$ cat config.mk
export PLATFORM = sky130hd
export DESIGN_NAME = lfsr_tap_collector
export DESIGN_NICKNAME = d
export VERILOG_FILES = /design/src/rtl/selector_pkg.sv /design/src/rtl/tap_dup_check.sv /design/src/rtl/lfsr_tap_collector.sv
export SDC_FILE = /design/constraint.sdc
export NUM_CORES = 1
export LEC_CHECK = 0
export ABC_AREA = 1
export CORE_ASPECT_RATIO = 0.6
export CORE_MARGIN = 8
export CORE_UTILIZATION = 46
export CTS_BUF_LIST = sky130_fd_sc_hd__clkbuf_16
export DETAILED_ROUTE_END_ITERATION = 10
export PLACE_DENSITY = 0.84
export SYNTH_ARGS = -nofsm -noshare
export SYNTH_HDL_FRONTEND = slang
export SYNTH_SLANG_ARGS = --single-unit
$ cat constraint.sdc
create_clock -name clk -period 3.9 [get_ports clk]
set_input_delay 1.17 -clock clk [delete_from_list [all_inputs] [get_ports clk]]
set_output_delay 1.17 -clock clk [all_outputs]
set_load 0.02 [all_outputs]
$ cat src/rtl/selector_pkg.sv
// Shared definitions for the LFSR tap collector: tap byte width and FSM state encoding.
package selector_pkg;

    localparam int TAP_BYTE_W = 8;

    typedef enum logic [1:0] {
        COLLECT = 2'd0,
        FINISH  = 2'd1,
        DONE    = 2'd2
    } state_t;

endpackage

$ cat src/rtl/tap_dup_check.sv
// Combinational duplicate detector: hit when the candidate equals any valid slot.
// Zero latency; no flow control.
module tap_dup_check
    import selector_pkg::*;
#(
    parameter int NUM_OF_TAPS = 15
) (
    input  logic [TAP_BYTE_W-1:0]             i_cand,
    input  logic [NUM_OF_TAPS*TAP_BYTE_W-1:0] i_slots,
    input  logic [NUM_OF_TAPS-1:0]            i_valid,
    output logic                              o_hit
);

    // Empty slots hold zero, so the valid bit must gate every comparison.
    always_comb begin
        o_hit = 1'b0;
        for (int i = 0; i < NUM_OF_TAPS; i++) begin
            if (i_valid[i] && (i_slots[i*TAP_BYTE_W +: TAP_BYTE_W] == i_cand)) begin
                o_hit = 1'b1;
            end
        end
    end

endmodule

$ cat src/rtl/lfsr_tap_collector.sv
// Collects NUM_OF_TAPS distinct LFSR taps (1..SIZE-1) from random candidates; one take per enabled cycle.
// Optional FORCE_MAX_TAP_EN guarantees tap SIZE-1 is present by overwriting slot 0 on completion.
module lfsr_tap_collector
    import selector_pkg::*;
#(
    parameter int NUM_OF_TAPS = 15,
    parameter int SIZE        = 32,
    parameter int DIN_W       = 8
) (
    input  logic                                clk,
    input  logic                                res,
    input  logic                                clr,
    input  logic                                ena,
    input  logic                                take,
    input  logic [DIN_W-1:0]                    din,
    output logic [NUM_OF_TAPS*TAP_BYTE_W-1:0]   taps,
    output logic [$clog2(NUM_OF_TAPS+1)-1:0]    count,
    output logic                                rejected,
    output logic                                done
);

    localparam int TW = $clog2(SIZE);
    localparam int CW = $clog2(NUM_OF_TAPS+1);

    if ((NUM_OF_TAPS < 1) || (NUM_OF_TAPS > SIZE-1)) begin : g_bad_cfg
        $error("lfsr_tap_collector: NUM_OF_TAPS must be in 1..SIZE-1");
    end

    logic [NUM_OF_TAPS*TAP_BYTE_W-1:0] r_taps;
    logic [NUM_OF_TAPS-1:0]            r_valid;
    logic [CW-1:0]                     r_count;
    logic                              r_done;
    logic                              r_rejected;
    state_t                            r_state;

    logic [TW-1:0]         w_cand;
    logic [TAP_BYTE_W-1:0] w_cand_byte;
    logic                  w_in_range;
    logic                  w_dup_hit;
    logic                  w_accept;
    logic                  w_unused_din;

    assign w_cand       = din[TW-1:0];
    assign w_cand_byte  = TAP_BYTE_W'(w_cand);
    assign w_in_range   = {1'b0, w_cand} < (TW+1)'(SIZE);
    assign w_accept     = (w_cand != '0) && w_in_range && !w_dup_hit;
    assign w_unused_din = ^din;

    tap_dup_check #(.NUM_OF_TAPS(NUM_OF_TAPS)) u_dup (
        .i_cand  (w_cand_byte),
        .i_slots (r_taps),
        .i_valid (r_valid),
        .o_hit   (w_dup_hit)
    );

`ifdef FORCE_MAX_TAP_EN
    localparam logic [TAP_BYTE_W-1:0] MAX_TAP = TAP_BYTE_W'(SIZE-1);
    logic w_max_hit;

    tap_dup_check #(.NUM_OF_TAPS(NUM_OF_TAPS)) u_max (
        .i_cand  (MAX_TAP),
        .i_slots (r_taps),
        .i_valid (r_valid),
        .o_hit   (w_max_hit)
    );
`endif

    always_ff @(posedge clk or posedge res) begin
        if (res) begin
            r_taps     <= '0;
            r_valid    <= '0;
            r_count    <= '0;
            r_done     <= 1'b0;
            r_rejected <= 1'b0;
            r_state    <= COLLECT;
        end else begin
            // rejected is a pulse, so it drops even while ena freezes the rest
            r_rejected <= 1'b0;
            if (ena) begin
                if (clr) begin
                    r_taps  <= '0;
                    r_valid <= '0;
                    r_count <= '0;
                    r_done  <= 1'b0;
                    r_state <= COLLECT;
                end else begin
                    case (r_state)
                        COLLECT: begin
                            if (take) begin
                                if (w_accept) begin
                                    for (int i = 0; i < NUM_OF_TAPS; i++) begin
                                        if (r_count == CW'(i)) begin
                                            r_taps[i*TAP_BYTE_W +: TAP_BYTE_W] <= w_cand_byte;
                                            r_valid[i] <= 1'b1;
                                        end
                                    end
                                    r_count <= r_count + 1'b1;
                                    if (r_count == CW'(NUM_OF_TAPS-1)) begin
                                        r_state <= FINISH;
                                    end
                                end else begin
                                    r_rejected <= 1'b1;
                                end
                            end
                        end
                        FINISH: begin
`ifdef FORCE_MAX_TAP_EN
                            if (!w_max_hit) begin
                                r_taps[TAP_BYTE_W-1:0] <= MAX_TAP;
                            end
`endif
                            r_done  <= 1'b1;
                            r_state <= DONE;
                        end
                        DONE: begin
                            r_state <= DONE;
                        end
                        default: begin
                            r_state <= COLLECT;
                        end
                    endcase
                end
            end
        end
    end

    assign taps     = r_taps;
    assign count    = r_count;
    assign rejected = r_rejected;
    assign done     = r_done;

endmodule

==> After elaboration in Yosys (flattened, before gate mapping) <==
Cells that the tools add are included.
{ "word_totals": {"register_bits": 143, "input_bits": 13, "output_inout_bits": 126, "wordCells": 196} }
{ "classes": {"add_sub_neg": 1, "n_eq_ne": 34, "mux": 69, "n_reduce_logical": 58} }
{ "op_table": {"columns": ["operator", "count"], "rows": [
  ["$mux W120", 4],
  ["$eq A8 B5 Y1", 15],
  ["$mux W8", 15],
  ["$reduce_and A5 Y1", 15],
  ["$mux W15", 4],
  ["$reduce_bool A2 Y1", 19],
  ["$mux W1", 37],
  ["$eq A4 B4 Y1 const B", 7],
  ["$eq A4 B3 Y1 const B", 4],
  ["$logic_and A1 B1 Y1", 16],
  ["$mux W4", 4],
  ["$ne A3 B3 Y1 const B", 3],
  ["$eq A4 B2 Y1 const B", 2],
  ["$mux W2", 4],
  ["$reduce_and A4 Y1", 2],
  ["$reduce_bool A5 Y1", 1],
  ["$add A4 B1 Y4 const B", 1],
  ["$eq A4 B1 Y1 const B", 1],
  ["$logic_not A4 Y1", 1],
  ["$pmux W2 S2", 1],
  ["$eq A2 B1 Y1 const B", 1],
  ["$eq A2 B2 Y1 const B", 1],
  ["$logic_not A2 Y1", 1],
  ["$reduce_and A2 Y1", 1],
  ["other kinds (2)", 2]
]} }

==> Depth between registers and ports, before layout <==
Gate-level depths: netlist of run 1.
{ "logic_depth": {"ltp_word": 24, "mapped_depth": 16, "ltp_nobuf": 13} }

==> Modules after synthesis <==
From an unflattened synthesis of run 1, not the netlist that was laid out.
{ "hier_totals": {"hier_cells": 1036, "hier_area_um2": 7114.3} }
{ "modules_own_cells": {"columns": ["mod", "n_inst", "cells_per_inst", "area_per_inst_um2", "seq_area_each_um2"], "rows": [
  ["lfsr_tap_collector", 1, 574, 5051.1, 2452.4],
  ["tap_dup_check", 1, 462, 2063.2, 0.0]
]} }

==> Worst setup path after synthesis of run 1 <==
OpenSTA, ideal clock, no wires.
{ "synth_timing": {"path_type": "input -> register", "start": "in din[4]", "end": "reg r_valid[4]", "setup_ns": 0.118, "arrival_ns": 2.593, "required_time_ns": 3.782, "path_slack_ns": 1.189, "path_stages": 15, "n_path_buf": 3, "cell_sequence": "buf_4 > inv_2 > buf_4 > nand2_1 > nand2_1 > nor2_1 > nand3_1 > nand2_1 > nor2_1 > nand2_1 > o21ai_2 > buf_2 > nand3_1 > nand2_1 > nand2_1"} }
{ "synth_between": {"elab_chain_len": 21, "elab_cells_between_ends": 50, "classes_between": "eq/ne (15); mux (15); reduce/logical (20)"} }
{ "synth_rtl": {"columns": ["item", "line_no", "source"], "rows": [
  ["start, declared", "lfsr_tap_collector.sv:15", "input logic [DIN_W-1:0] din,"],
  ["$eq A8 B5 Y1", "tap_dup_check.sv:18", "if (i_valid[i] && (i_slots[i*TAP_BYTE_W +: TAP_BYTE_W] == i_cand)) begin"],
  ["$logic_and A1 B1 Y1", "tap_dup_check.sv:18", null],
  ["$mux W1 (15 in series)", "tap_dup_check.sv:18", null],
  ["$logic_not A1 Y1", "lfsr_tap_collector.sv:46", "assign w_accept = (w_cand != '0) && w_in_range && !w_dup_hit;"],
  ["$logic_and A1 B1 Y1 (*)", "lfsr_tap_collector.sv:46", null],
  ["$reduce_bool A2 Y1 (no line) (*)", null, null],
  ["$reduce_and A5 Y1 (no line) (*)", null, null],
  ["end signal, assigned", "lfsr_tap_collector.sv:71", "r_valid <= '0;"],
  ["end signal, assigned", "lfsr_tap_collector.sv:82", "r_valid <= '0;"],
  ["end signal, assigned by index", "lfsr_tap_collector.sv:94", "r_valid[i] <= 1'b1;"],
  ["end, declared", "lfsr_tap_collector.sv:30", "logic [NUM_OF_TAPS-1:0] r_valid;"]
]} }
Every way passes the cells marked *; elsewhere a longest branch is shown, timed or not.
A chain may end at the register's enable or synchronous reset.

==> Worst setup path after layout of run 1 <==
{ "layout_timing": {"start": "in din[2]", "end": "reg r_valid[2]"} }
The elaborated chain is that of the path after synthesis.

==> results of run 1 <==
-- Yosys cell counts --
| cell | count |
|---|---|
| sky130_fd_sc_hd__nand3_2 | 5 |
| sky130_fd_sc_hd__xor2_1 | 2 |
| sky130_fd_sc_hd__buf_1 | 2 |
| sky130_fd_sc_hd__o21ai_1 | 3 |
| sky130_fd_sc_hd__o21ai_2 | 1 |
| sky130_fd_sc_hd__clkbuf_1 | 19 |
| sky130_fd_sc_hd__o21ai_0 | 17 |
| sky130_fd_sc_hd__buf_2 | 21 |
| sky130_fd_sc_hd__nor3_1 | 4 |
| sky130_fd_sc_hd__nand4_1 | 94 |
| sky130_fd_sc_hd__buf_4 | 49 |
| sky130_fd_sc_hd__inv_1 | 91 |
| sky130_fd_sc_hd__o31ai_1 | 1 |
| sky130_fd_sc_hd__a21oi_1 | 10 |
| sky130_fd_sc_hd__ha_1 | 7 |
| sky130_fd_sc_hd__inv_2 | 2 |
| sky130_fd_sc_hd__nand3_1 | 31 |
| sky130_fd_sc_hd__dfrtp_1 | 98 |
| sky130_fd_sc_hd__conb_1 | 1 |
| sky130_fd_sc_hd__nand2_1 | 397 |
| sky130_fd_sc_hd__nor2_1 | 73 |
-- flip-flops by register name (all words and copies together), names as in the netlist --
register / cells
count: 4
taps: 75
r_valid: 15
r_state: 2
done: 1
rejected: 1
-- final cells by class --
class	instances	share of cell area (%)
inverters	93	4.66
clock inverters	7	0.613
clock buffers	9	2.98
multi-input cells	690	40.1
well taps	175	2.90
flip-flops and latches	98	32.5
repair buffers	125	16.2
-- cell families (layout without fill, tap and decap cells) --
family	count (synthesis)	after routing	synth area share, %
buffers and inverters	184	234	14.5
and+or+nand+nor	604	604	41.5
AOI/OAI and AO/OA	32	32	2.68
adders and majority gates	7	7	1.41
DFF	98	98	39.5
xor gates and xnor gates	2	2	0.282
other	1	45	0.0604
-- per-stage QoR --
stage	area [µm²]	hold WS [ns]	utilization, %
2_1_floorplan	6370	0.436	-
3_3_place_gp	7280	0.454	54.2
3_5_place_dp	7280	0.457	54.2
4_1_cts	7550	0.474	56.3
5_1_grt	7550	0.487	56.3
6_report	7550	0.473	56.3
-- cells in the final DEF, fill, tap and decap left out, types with 3 or more instances in the layout --
cell | netlist | final
sky130_fd_sc_hd__conb_1 | 1 | 45
sky130_fd_sc_hd__nand4_1 | 94 | 94
sky130_fd_sc_hd__a21oi_1 | 10 | 10
sky130_fd_sc_hd__clkbuf_16 | 0 | 9
sky130_fd_sc_hd__nand3_2 | 5 | 5
sky130_fd_sc_hd__nor3_1 | 4 | 4
sky130_fd_sc_hd__nor2_1 | 73 | 73
sky130_fd_sc_hd__o21ai_0 | 17 | 17
sky130_fd_sc_hd__ha_1 | 7 | 7
sky130_fd_sc_hd__buf_4 | 49 | 30
sky130_fd_sc_hd__buf_12 | 0 | 5
sky130_fd_sc_hd__clkdlybuf4s50_1 | 0 | 90
sky130_fd_sc_hd__nand2_1 | 397 | 396
sky130_fd_sc_hd__inv_1 | 91 | 91
sky130_fd_sc_hd__nand3_1 | 31 | 31
sky130_fd_sc_hd__dfrtp_1 | 98 | 98
sky130_fd_sc_hd__o21ai_1 | 3 | 3
-- worst max path at each step --
stage / start / to / slack, ns
CTS: din[0] / taps[16] / 0.60
finish: din[2] / r_valid[2] / 0.54
global route: din[2] / taps[44] / 0.36
floorplan: res / count[0] / 0.17
detailed placement: din[0] / r_valid[3] / 0.24
global placement: din[2] / taps[18] / 0.30
-- where the power goes --
part,total (mW),internal [mW],switching [mW]
clock network,0.833,0.432,0.401
logic,2.71,1.11,1.60
registers,1.91,1.44,0.471
-- critical path: stages --
cell and delay [ns]:
sky130_fd_sc_hd__clkdlybuf4s50_1 0.47, sky130_fd_sc_hd__inv_1 0.42, sky130_fd_sc_hd__nand2_1 0.10, sky130_fd_sc_hd__nand2_1 0.08, sky130_fd_sc_hd__nor2_1 0.04, sky130_fd_sc_hd__nand3_1 0.07, sky130_fd_sc_hd__nand2_1 0.07, sky130_fd_sc_hd__nor2_1 0.15
sky130_fd_sc_hd__nand2_1 0.12, sky130_fd_sc_hd__o21ai_4 0.23, sky130_fd_sc_hd__buf_12 0.25, sky130_fd_sc_hd__nand3_1 0.26, sky130_fd_sc_hd__nand2_1 0.13, sky130_fd_sc_hd__nand2_1 0.06
-- routing by layer --
layer | share of wire (%) | vias to the layer above | routed length [µm] | global-route usage, %
li1 | - | 3039 | - | -
met1 | 44 | 2905 | 8340 | 30.3
met2 | 43 | 356 | 8180 | 32.2
met3 | 11 | 30 | 2090 | 5.18
met4 | 1.4 | 0 | 268 | 6.84
met5 | 0 | - | 0 | 0
==> key figures, run 1 <==
Run status
  • Status: finished clean

Timing
  • Hold violation total from the final report: 0
  • Unrepaired setup endpoints after global routing: no
  • Period minus WS final: 3.36 ns
  • Max Clock Skew: 0.00963 ns
  • Actual transition at the worst max-transition pin: 0.838 ns
  • Total Neg Setup Slack: 0 ns
  • Number of endpoints failing setup at the final stage: 0
  • Final Slew Violations: 0
  • Highest achievable clock rate: 0.297 GHz
  • Worst max-slew margin expressed relative to the limit: 43.9%
  • Final clock period utilization by the worst path: 86.2%
  • Final setup margin: 0.538 ns

Detailed routing
  • Routed length per instance: 15.8 µm
  • Drt via density: 5.29
  • Routed vias: 6330
  • Drt first-iter violations: 600
  • DRC violations left: 0
  • Post-Route WL: 18.9 mm
  • Antenna violation net count after detailed routing: 0
  • Count of TritonRoute iterations in the first routing pass: 5

Synth
  • Synth Area per Inst: 6.69 µm²
  • Post-synthesis cell type with the largest combined area: sky130_fd_sc_hd__dfrtp_1
  • Post-synthesis cell type count: 21
  • Share of synthesized area occupied by flip-flops and latches: 39.5%
  • Area contributors post-synth: sky130_fd_sc_hd__dfrtp_1 (40%), sky130_fd_sc_hd__nand2_1 (24%), sky130_fd_sc_hd__nand4_1 (9.5%)
  • Share of the synthesized area in the top cell type: 39.5%
  • Total number of yosys warnings: 0
  • Syn Inst Count: 928
  • Post-synthesis instance area: 0.00621 mm²
  • Seq cells post-synth: 98

Clock network
  • Number of sinks driven by the clock tree: 98
  • # hold bufs at CTS: 0
  • Clock tree root buffer cell: sky130_fd_sc_hd__clkbuf_16
  • Num CTS Buffers: 9
  • Maximum count of clock buffers along a single path: 2
  • Maximum level of the CTS H-tree: 3
  • Clock latency on the worst-skew pair: 0.35 ns
  • Register clock-pin slew on the reported worst setup and hold paths: 0.07 ns
  • Post CTS Setup Buffer Count: 0
  • Clock tree from TritonCTS: built
  • Post_cts resized: 0

Power
  • Total Power Consumption: 5.45 mW
  • Leakage power figure: 4.06 nW
  • Peak supply drop: 0.441 mV
  • Pwr Density: 723 mW/mm²

Floorplan
  • Area inside the core boundary: 0.0134 mm²
  • Vertical die dimension: 106 µm
  • Standard-cell rows: 33
  • DIE WIDTH: 166 µm
  • Number of top-level pins: 139
  • Initial standard-cell utilization of the core: 46.2%
  • Die area: 0.0176 mm²

Place
  • Post-detail-place hpwl: 13.4 mm
  • Setup Slack @ Placement: 0.238 ns
  • Cell Count Post-Placement: 1181
  • Final Wtd Congestion: 0.877
  • Buffers added on ports: 90

Setup path
  • Critical register-to-register path endpoint: taps[52]
  • Largest fanout on the critical path: 45
  • Origin of the critical flop-to-flop path: r_state[0]
  • Depth of the worst register-to-register path: 9
  • Data required, critical path: 4.14 ns
  • Setup crit start kind: input port
  • Critical Path AT: 3.60 ns
  • Setup crit end kind: flop
  • Startpoint-to-endpoint class of the critical path: input port to flop
  • FF-to-FF setup slack: 1.68 ns

Final layout
  • Final nets: 1037
  • Cell Count, Final, Fillers Out: 1197
  • Filler cells: 1268
  • Multi-input logic area: 0.00303 mm²
  • Storage cell area: 0.00245 mm²
  • Layout-stage area growth over the synthesis result: 21.6%
  • Share of cells above drive strength 1: 5.77%
  • Diode count: 0

GRT
  • Combined global-route utilization of all metal layers: 21.5%
  • Vias in the first global route: 5886
  • Antenna violations before repair: 0
  • Aggregate global routing overflow: 0
  • Largest net degree at the start of global routing: 68
  • Global-route wire length before repair: 30.9 mm

Job
  • Maxcap violations: 0

Hold path
  • End point of the most critical hold path: r_valid[12]
  • Hold Path Origin: r_valid[12]
  • Min-Delay Path Depth: 2
  • Path type of the worst min-delay path: flop to flop
Power figures use the tool's default switching activity.
==> run 2, diff against run 1 <==
--- a/config.mk
+++ b/config.mk
@@ -5,10 +5,9 @@
 export SDC_FILE = /design/constraint.sdc
 export NUM_CORES = 1
 export LEC_CHECK = 0
-export ABC_AREA = 1
 export CORE_ASPECT_RATIO = 0.6
 export CORE_MARGIN = 8
-export CORE_UTILIZATION = 46
+export CORE_UTILIZATION = 45
 export CTS_BUF_LIST = sky130_fd_sc_hd__clkbuf_16
 export DETAILED_ROUTE_END_ITERATION = 10
 export PLACE_DENSITY = 0.84
==> key figures, run 2 <==
Clock network
  • Register clock-pin slew on the reported worst setup and hold paths: 0.06 ns
  • Clock latency on the worst-skew pair: 0.35 ns
  • Post CTS Setup Buffer Count: 0
  • Num CTS Buffers: 9
  • Post_cts resized: 0
  • Clock tree from TritonCTS: built
  • Number of sinks driven by the clock tree: 98
  • Maximum level of the CTS H-tree: 3
  • # hold bufs at CTS: 0
  • Maximum count of clock buffers along a single path: 2
  • Clock tree root buffer cell: sky130_fd_sc_hd__clkbuf_16

Synth
  • Syn Inst Count: 560
  • Multiplexer share of the synthesized area: 0.354%
  • Post-synthesis instance area: 0.00566 mm²
  • Synth Area per Inst: 10.1 µm²
  • EDFF count, synth: 0
  • Most frequent cells after synthesis: sky130_fd_sc_hd__dfrtp_1 (98), sky130_fd_sc_hd__xor2_1 (60), sky130_fd_sc_hd__buf_4 (49), sky130_fd_sc_hd__nand2_1 (39), sky130_fd_sc_hd__o2bb2ai_1 (27)
  • Most instantiated library cell after synthesis: sky130_fd_sc_hd__dfrtp_1
  • Post-synthesis cell type with the largest combined area: sky130_fd_sc_hd__dfrtp_1
  • Xor/xnor share of the synthesized area: 11.6%
  • Combinational family with the most area after synthesis: compound AO/OA/AOI/OAI gates
  • Share of flip-flops with an asynchronous set or reset: 100%
  • Synth Area in Simple Gates: 15.0%
  • Flip-flop cell with the highest count after synthesis: sky130_fd_sc_hd__dfrtp_1
  • Post-synthesis cell type count: 47
  • Total number of yosys warnings: 0
  • Synthesized-area fraction occupied by adder cells: 1.55%
  • Share of the synthesized area in compound gates (AO/OA/AOI/OAI): 17.1%
  • Seq cells post-synth: 98
  • Share of synthesized area occupied by flip-flops and latches: 43.4%
  • Share of the synthesized area in the top cell type: 43.4%
  • Area contributors post-synth: sky130_fd_sc_hd__dfrtp_1 (43%), sky130_fd_sc_hd__xor2_1 (9.3%), sky130_fd_sc_hd__buf_4 (6.5%)

Hold path
  • Path type of the worst min-delay path: flop to flop

Detailed routing
  • Antenna violation net count after detailed routing: 0
  • Routed vias: 4768
  • Drt via density: 5.72
  • Post-Route WL: 17.1 mm
  • Drt first-iter violations: 491
  • Routed length per instance: 20.5 µm
  • DRC violations left: 0
  • Count of TritonRoute iterations in the first routing pass: 5

Timing
  • Worst max-slew margin expressed relative to the limit: 52.0%
  • Actual transition at the worst max-transition pin: 0.712 ns
  • Final clock period utilization by the worst path: 97.7%
  • Hold violation total from the final report: 0
  • Max Clock Skew: 0.0106 ns
  • Number of endpoints failing setup at the final stage: 0
  • Highest achievable clock rate: 0.263 GHz
  • Worst-case hold slack: 0.483 ns
  • Period minus WS final: 3.81 ns
  • Final Slew Violations: 0
  • Unrepaired setup endpoints after global routing: no

Run status
  • Status: finished clean

Setup path
  • Largest fanout on the critical path: 12
  • Critical path's largest stage delay: 0.54 ns
  • Setup crit start kind: input port
  • Setup crit end kind: flop
  • Critical-path cell list: clkdlybuf4s50_1, buf_12, xor2_1, nor4_1, nand3_1, nand4_1, or4_1, buf_4, nor2_1, buf_4, nand3_1, buf_4, o2bb2ai_1
  • Cell with the biggest individual delay on the critical path: sky130_fd_sc_hd__or4_1
  • Startpoint-to-endpoint class of the critical path: input port to flop
  • Worst path most repeated cell: sky130_fd_sc_hd__buf_4
  • Critical Path AT: 4.07 ns
  • Data required, critical path: 4.16 ns

Job
  • Maxcap violations: 0

GRT
  • Global-route wire length before repair: 26.3 mm
  • Antenna violations before repair: 0
  • Largest net degree at the start of global routing: 99
  • Combined global-route utilization of all metal layers: 20.5%
  • Vias in the first global route: 4598
  • Aggregate global routing overflow: 0

Final layout
  • Final nets: 684
  • Flip-flop count of the largest register, all copies and words added: 75
  • Layout-stage area growth over the synthesis result: 23.8%
  • Share of cells above drive strength 1: 8.23%
  • Most used cells in the layout excluding fill and tap cells: sky130_fd_sc_hd__dfrtp_1 (98), sky130_fd_sc_hd__clkdlybuf4s50_1 (90), sky130_fd_sc_hd__xor2_1 (60)
  • Util after Layout: 57.5%
  • Most common cell after layout, fill and taps aside: sky130_fd_sc_hd__dfrtp_1
  • Diode count: 0

Floorplan
  • Standard-cell rows: 31
  • Vertical die dimension: 103 µm
  • Number of top-level pins: 139
  • Area inside the core boundary: 0.0122 mm²
  • Die area: 0.0165 mm²
  • Initial standard-cell utilization of the core: 46.4%
  • DIE WIDTH: 161 µm

Place
  • Buffers added on ports: 90
  • Final Wtd Congestion: 0.924
  • Post-detail-place hpwl: 12.5 mm

Power
  • Pwr Density: 564 mW/mm²
  • Leakage power figure: 3.05 nW
  • Peak supply drop: 0.283 mV
[run 2: cell count changes after synthesis, sizes merged, moves of 11 or more]
cell	delta
nand3	-15
nor4	+17
nor2	-56
inv	-75
o2bb2ai	+27
nand2	-358
nor3b	+24
xor2	+58
xnor2	+15
a221o	+24
and2	+11
nand4	-90
[run 2: cell type report]
| type | count | area [µm²] |
|---|---|---|
| fillers | 1035 | 5170 |
| multi-input cells | 409 | 2750 |
| flip-flops and latches | 98 | 2450 |
| repair buffers | 128 | 1270 |
| clock buffers | 9 | 225 |
| well taps | 165 | 206 |
| inverters | 18 | 68.8 |
| clock inverters | 6 | 27.5 |
[run 2: worst paths after layout]
kind                       cells after the start           to   startpoint  slack, ns
max in group asynchronous                      3     taps[52]          res       2.21
setup reg to reg                               8     taps[56]   r_state[1]       1.01
min in group asynchronous                      3      taps[0]          res       1.25
hold reg to reg                                1  r_valid[12]  r_valid[12]       0.48
hold / removal                                 1  r_valid[12]  r_valid[12]       0.48
setup / recovery                              13    taps[106]       din[0]       0.09
[run 2: stage by stage]
stage | cells | power, mW | worst slack, ns | setup TNS (ns) | instance area (µm²)
finish | 833 | 3.95 | 0.0916 | 0 | 7010
global route | 833 | 4.15 | 0.0255 | 0 | 7010
CTS | 833 | 3.96 | 0.160 | 0 | 7010
detailed placement | 818 | 3.17 | -0.163 | -4.24 | 6750
global placement | 818 | 3.10 | -0.156 | -2.55 | 6750
floorplan | 604 | 2.48 | 0.168 | 0 | 5820
[run 2: critical path: cells and delay by family]
family | cells | cell delay, ns
AO/OA/AOI/OAI | 1 | 0.16
buffers and inverters | 5 | 1.23
AND/OR/NAND/NOR | 6 | 1.31
XOR/XNOR | 1 | 0.17
[run 2: power by group]
part | internal, mW | switching, mW | total (mW) | leakage [nW]
clock | 0.419 | 0.369 | 0.788 | 0.129
combinational | 0.773 | 0.843 | 1.62 | 1.67
sequential | 1.26 | 0.291 | 1.55 | 1.25
[run 2: layer usage]
| layer | vias up | routed length (µm) | track usage [%] |
|---|---|---|---|
| li1 | 2116 | - | - |
| met1 | 2400 | 7420 | 28.2 |
| met2 | 240 | 7550 | 30.3 |
| met3 | 12 | 1960 | 7.46 |
| met4 | 0 | 125 | 4.39 |
| met5 | - | 0 | 0 |
[run 2: cells by family (layout without fill, tap and decap cells)]
kind of cell    Yosys count  count (layout)
compound gates          126             126
mux                       2               2
fa+ha+maj                 7               7
simple gates            154             154
other cells               1              45
flops                    98              98
xor+xnor                 75              75
buf+inv                  97             161
==> run 3, diff against run 2 <==
--- a/config.mk
+++ b/config.mk
@@ -7,10 +7,10 @@
 export LEC_CHECK = 0
 export CORE_ASPECT_RATIO = 0.6
 export CORE_MARGIN = 8
-export CORE_UTILIZATION = 45
+export CORE_UTILIZATION = 50
 export CTS_BUF_LIST = sky130_fd_sc_hd__clkbuf_16
 export DETAILED_ROUTE_END_ITERATION = 10
-export PLACE_DENSITY = 0.84
+export PLACE_DENSITY = 0.88
 export SYNTH_ARGS = -nofsm -noshare
 export SYNTH_HDL_FRONTEND = slang
 export SYNTH_SLANG_ARGS = --single-unit
==> constraint.sdc (replaced) <==
create_clock -name clk -period 4.55 [get_ports clk]
set_input_delay 1.365 -clock clk [delete_from_list [all_inputs] [get_ports clk]]
set_output_delay 1.365 -clock clk [all_outputs]
set_load 0.02 [all_outputs]
==> key figures, run 3 (synthesized netlist as in run 2, its figures left out) <==
Clock network
  • Clock tree from TritonCTS: built
  • Register clock-pin slew on the reported worst setup and hold paths: 0.07 ns
  • Maximum level of the CTS H-tree: 3
  • Post_cts resized: 0
  • Clock tree root buffer cell: sky130_fd_sc_hd__clkbuf_16
  • Maximum count of clock buffers along a single path: 2
  • Clock latency on the worst-skew pair: 0.35 ns
  • # hold bufs at CTS: 0
  • Number of sinks driven by the clock tree: 98
  • Num CTS Buffers: 9
  • Post CTS Setup Buffer Count: 0

Final layout
  • Most common cell after layout, fill and taps aside: sky130_fd_sc_hd__dfrtp_1
  • Share of cells above drive strength 1: 6.42%
  • Most used cells in the layout excluding fill and tap cells: sky130_fd_sc_hd__dfrtp_1 (98), sky130_fd_sc_hd__clkdlybuf4s50_1 (90), sky130_fd_sc_hd__xor2_1 (60)
  • Diode count: 0
  • Flip-flop count of the largest register, all copies and words added: 75
  • Util after Layout: 62.4%
  • Layout-stage area growth over the synthesis result: 23.0%
  • Final nets: 669
  • Final design instance area without fill: 0.00696 mm²

Place
  • Final Wtd Congestion: 0.911
  • Buffers added on ports: 90
  • Post-detail-place hpwl: 12.2 mm
  • Total placed instance area: 0.00660 mm²

Run status
  • Status: finished clean

Detailed routing
  • Antenna violation net count after detailed routing: 0
  • Count of TritonRoute iterations in the first routing pass: 5
  • Drt first-iter violations: 612
  • Post-Route WL: 17.5 mm
  • Routed vias: 4886
  • DRC violations left: 0
  • Routed length per instance: 21.9 µm
  • Drt via density: 6.12

Timing
  • Final clock period utilization by the worst path: 91.7%
  • Actual transition at the worst max-transition pin: 0.729 ns
  • Unrepaired setup endpoints after global routing: no
  • Worst-case hold slack: 0.485 ns
  • Total Neg Setup Slack: 0 ns
  • Number of endpoints failing setup at the final stage: 0
  • Hold violation total from the final report: 0
  • Highest achievable clock rate: 0.240 GHz
  • Final Slew Violations: 0
  • Worst max-slew margin expressed relative to the limit: 51.3%
  • Max Clock Skew: 0.00483 ns
  • Period minus WS final: 4.17 ns

Setup path
  • Largest fanout on the critical path: 19
  • Startpoint of the worst setup timing path: din[2]
  • Setup crit end kind: flop
  • Data required, critical path: 4.79 ns
  • Crit path capture: taps[96]
  • Origin of the critical flop-to-flop path: taps[19]
  • FF-to-FF setup slack: 1.71 ns
  • Critical Path AT: 4.41 ns
  • Depth of the worst register-to-register path: 9
  • Critical register-to-register path endpoint: taps[96]
  • Setup crit start kind: input port
  • Startpoint-to-endpoint class of the critical path: input port to flop

GRT
  • Aggregate global routing overflow: 0
  • Largest net degree at the start of global routing: 45
  • Vias in the first global route: 5017
  • Combined global-route utilization of all metal layers: 23.3%
  • Global-route wire length before repair: 28.0 mm
  • Antenna violations before repair: 0

Power
  • Pwr Density: 520 mW/mm²
  • Leakage power figure: 3.01 nW
  • Peak supply drop: 0.282 mV

Floorplan
  • Initial standard-cell utilization of the core: 50.7%
  • Number of top-level pins: 139
  • DIE WIDTH: 153 µm
  • Standard-cell rows: 30
  • Vertical die dimension: 98.4 µm
  • Die area: 0.0151 mm²
  • Area inside the core boundary: 0.0111 mm²

Hold path
  • Path type of the worst min-delay path: flop to flop

Job
  • Maxcap violations: 0
## run 3: cell types whose count changed in the layout (fill, tap and decap cells not counted), sizes merged
cell / delta
inv: -2
bufinv: +4
clkinvlp: -1
buf: -15
## run 3: worst max-delay path: stages
cell and delay [ns]:
sky130_fd_sc_hd__clkdlybuf4s50_1 0.51, sky130_fd_sc_hd__buf_12 0.21, sky130_fd_sc_hd__xor2_1 0.17, sky130_fd_sc_hd__nor4_1 0.08, sky130_fd_sc_hd__nand3_1 0.12, sky130_fd_sc_hd__nand4_1 0.17
sky130_fd_sc_hd__or4_1 0.68, sky130_fd_sc_hd__buf_4 0.23, sky130_fd_sc_hd__nor2_1 0.30, sky130_fd_sc_hd__nand2_1 0.25, sky130_fd_sc_hd__a32o_1 0.32
## run 3: worst min-delay path by stage
| stage | from | to | cells after the start |
|---|---|---|---|
| after floorplan | r_valid[12] | r_valid[12] | 1 |
| after global placement | r_valid[12] | r_valid[12] | 1 |
| after detailed placement | r_valid[12] | r_valid[12] | 1 |
| after CTS | r_valid[12] | r_valid[12] | 1 |
| after global routing | r_valid[12] | r_valid[12] | 1 |
| final | r_valid[12] | r_valid[12] | 1 |
## run 3: layout make-up
cell class                 instances  area [µm²]
inverter                          18        68.8
sequential                        98        2450
multi-input combinational        409        2750
tap                              144         180
fill                             854        4190
clock buffer                       9         225
clock inverter                     7         131
timing repair buffer             113        1150
## run 3: metrics by stage
| step | total power [mW] | worst slack, ns | std cells |
|---|---|---|---|
| after floorplan | 2.13 | 0.623 | 604 |
| after global placement | 2.62 | 0.219 | 782 |
| after detailed placement | 2.69 | 0.122 | 782 |
| after CTS | 3.61 | 0.441 | 798 |
| after global routing | 3.78 | 0.317 | 798 |
| final | 3.62 | 0.377 | 798 |
## run 3: metal layers
metal	wire length [µm]	track usage (%)	part of all wire, %	up-vias
li1	-	-	-	2088
met1	6850	29.2	39	2418
met5	0	0	0	-
met3	2240	9.26	13	40
met4	373	8.09	2.1	0
met2	8010	35.9	46	340
## run 3: where the power goes
group	total [mW]	switching (mW)	internal, mW
combinational	1.37	0.724	0.644
clock	0.919	0.332	0.587
sequential	1.33	0.253	1.08
total	3.62	1.31	2.31
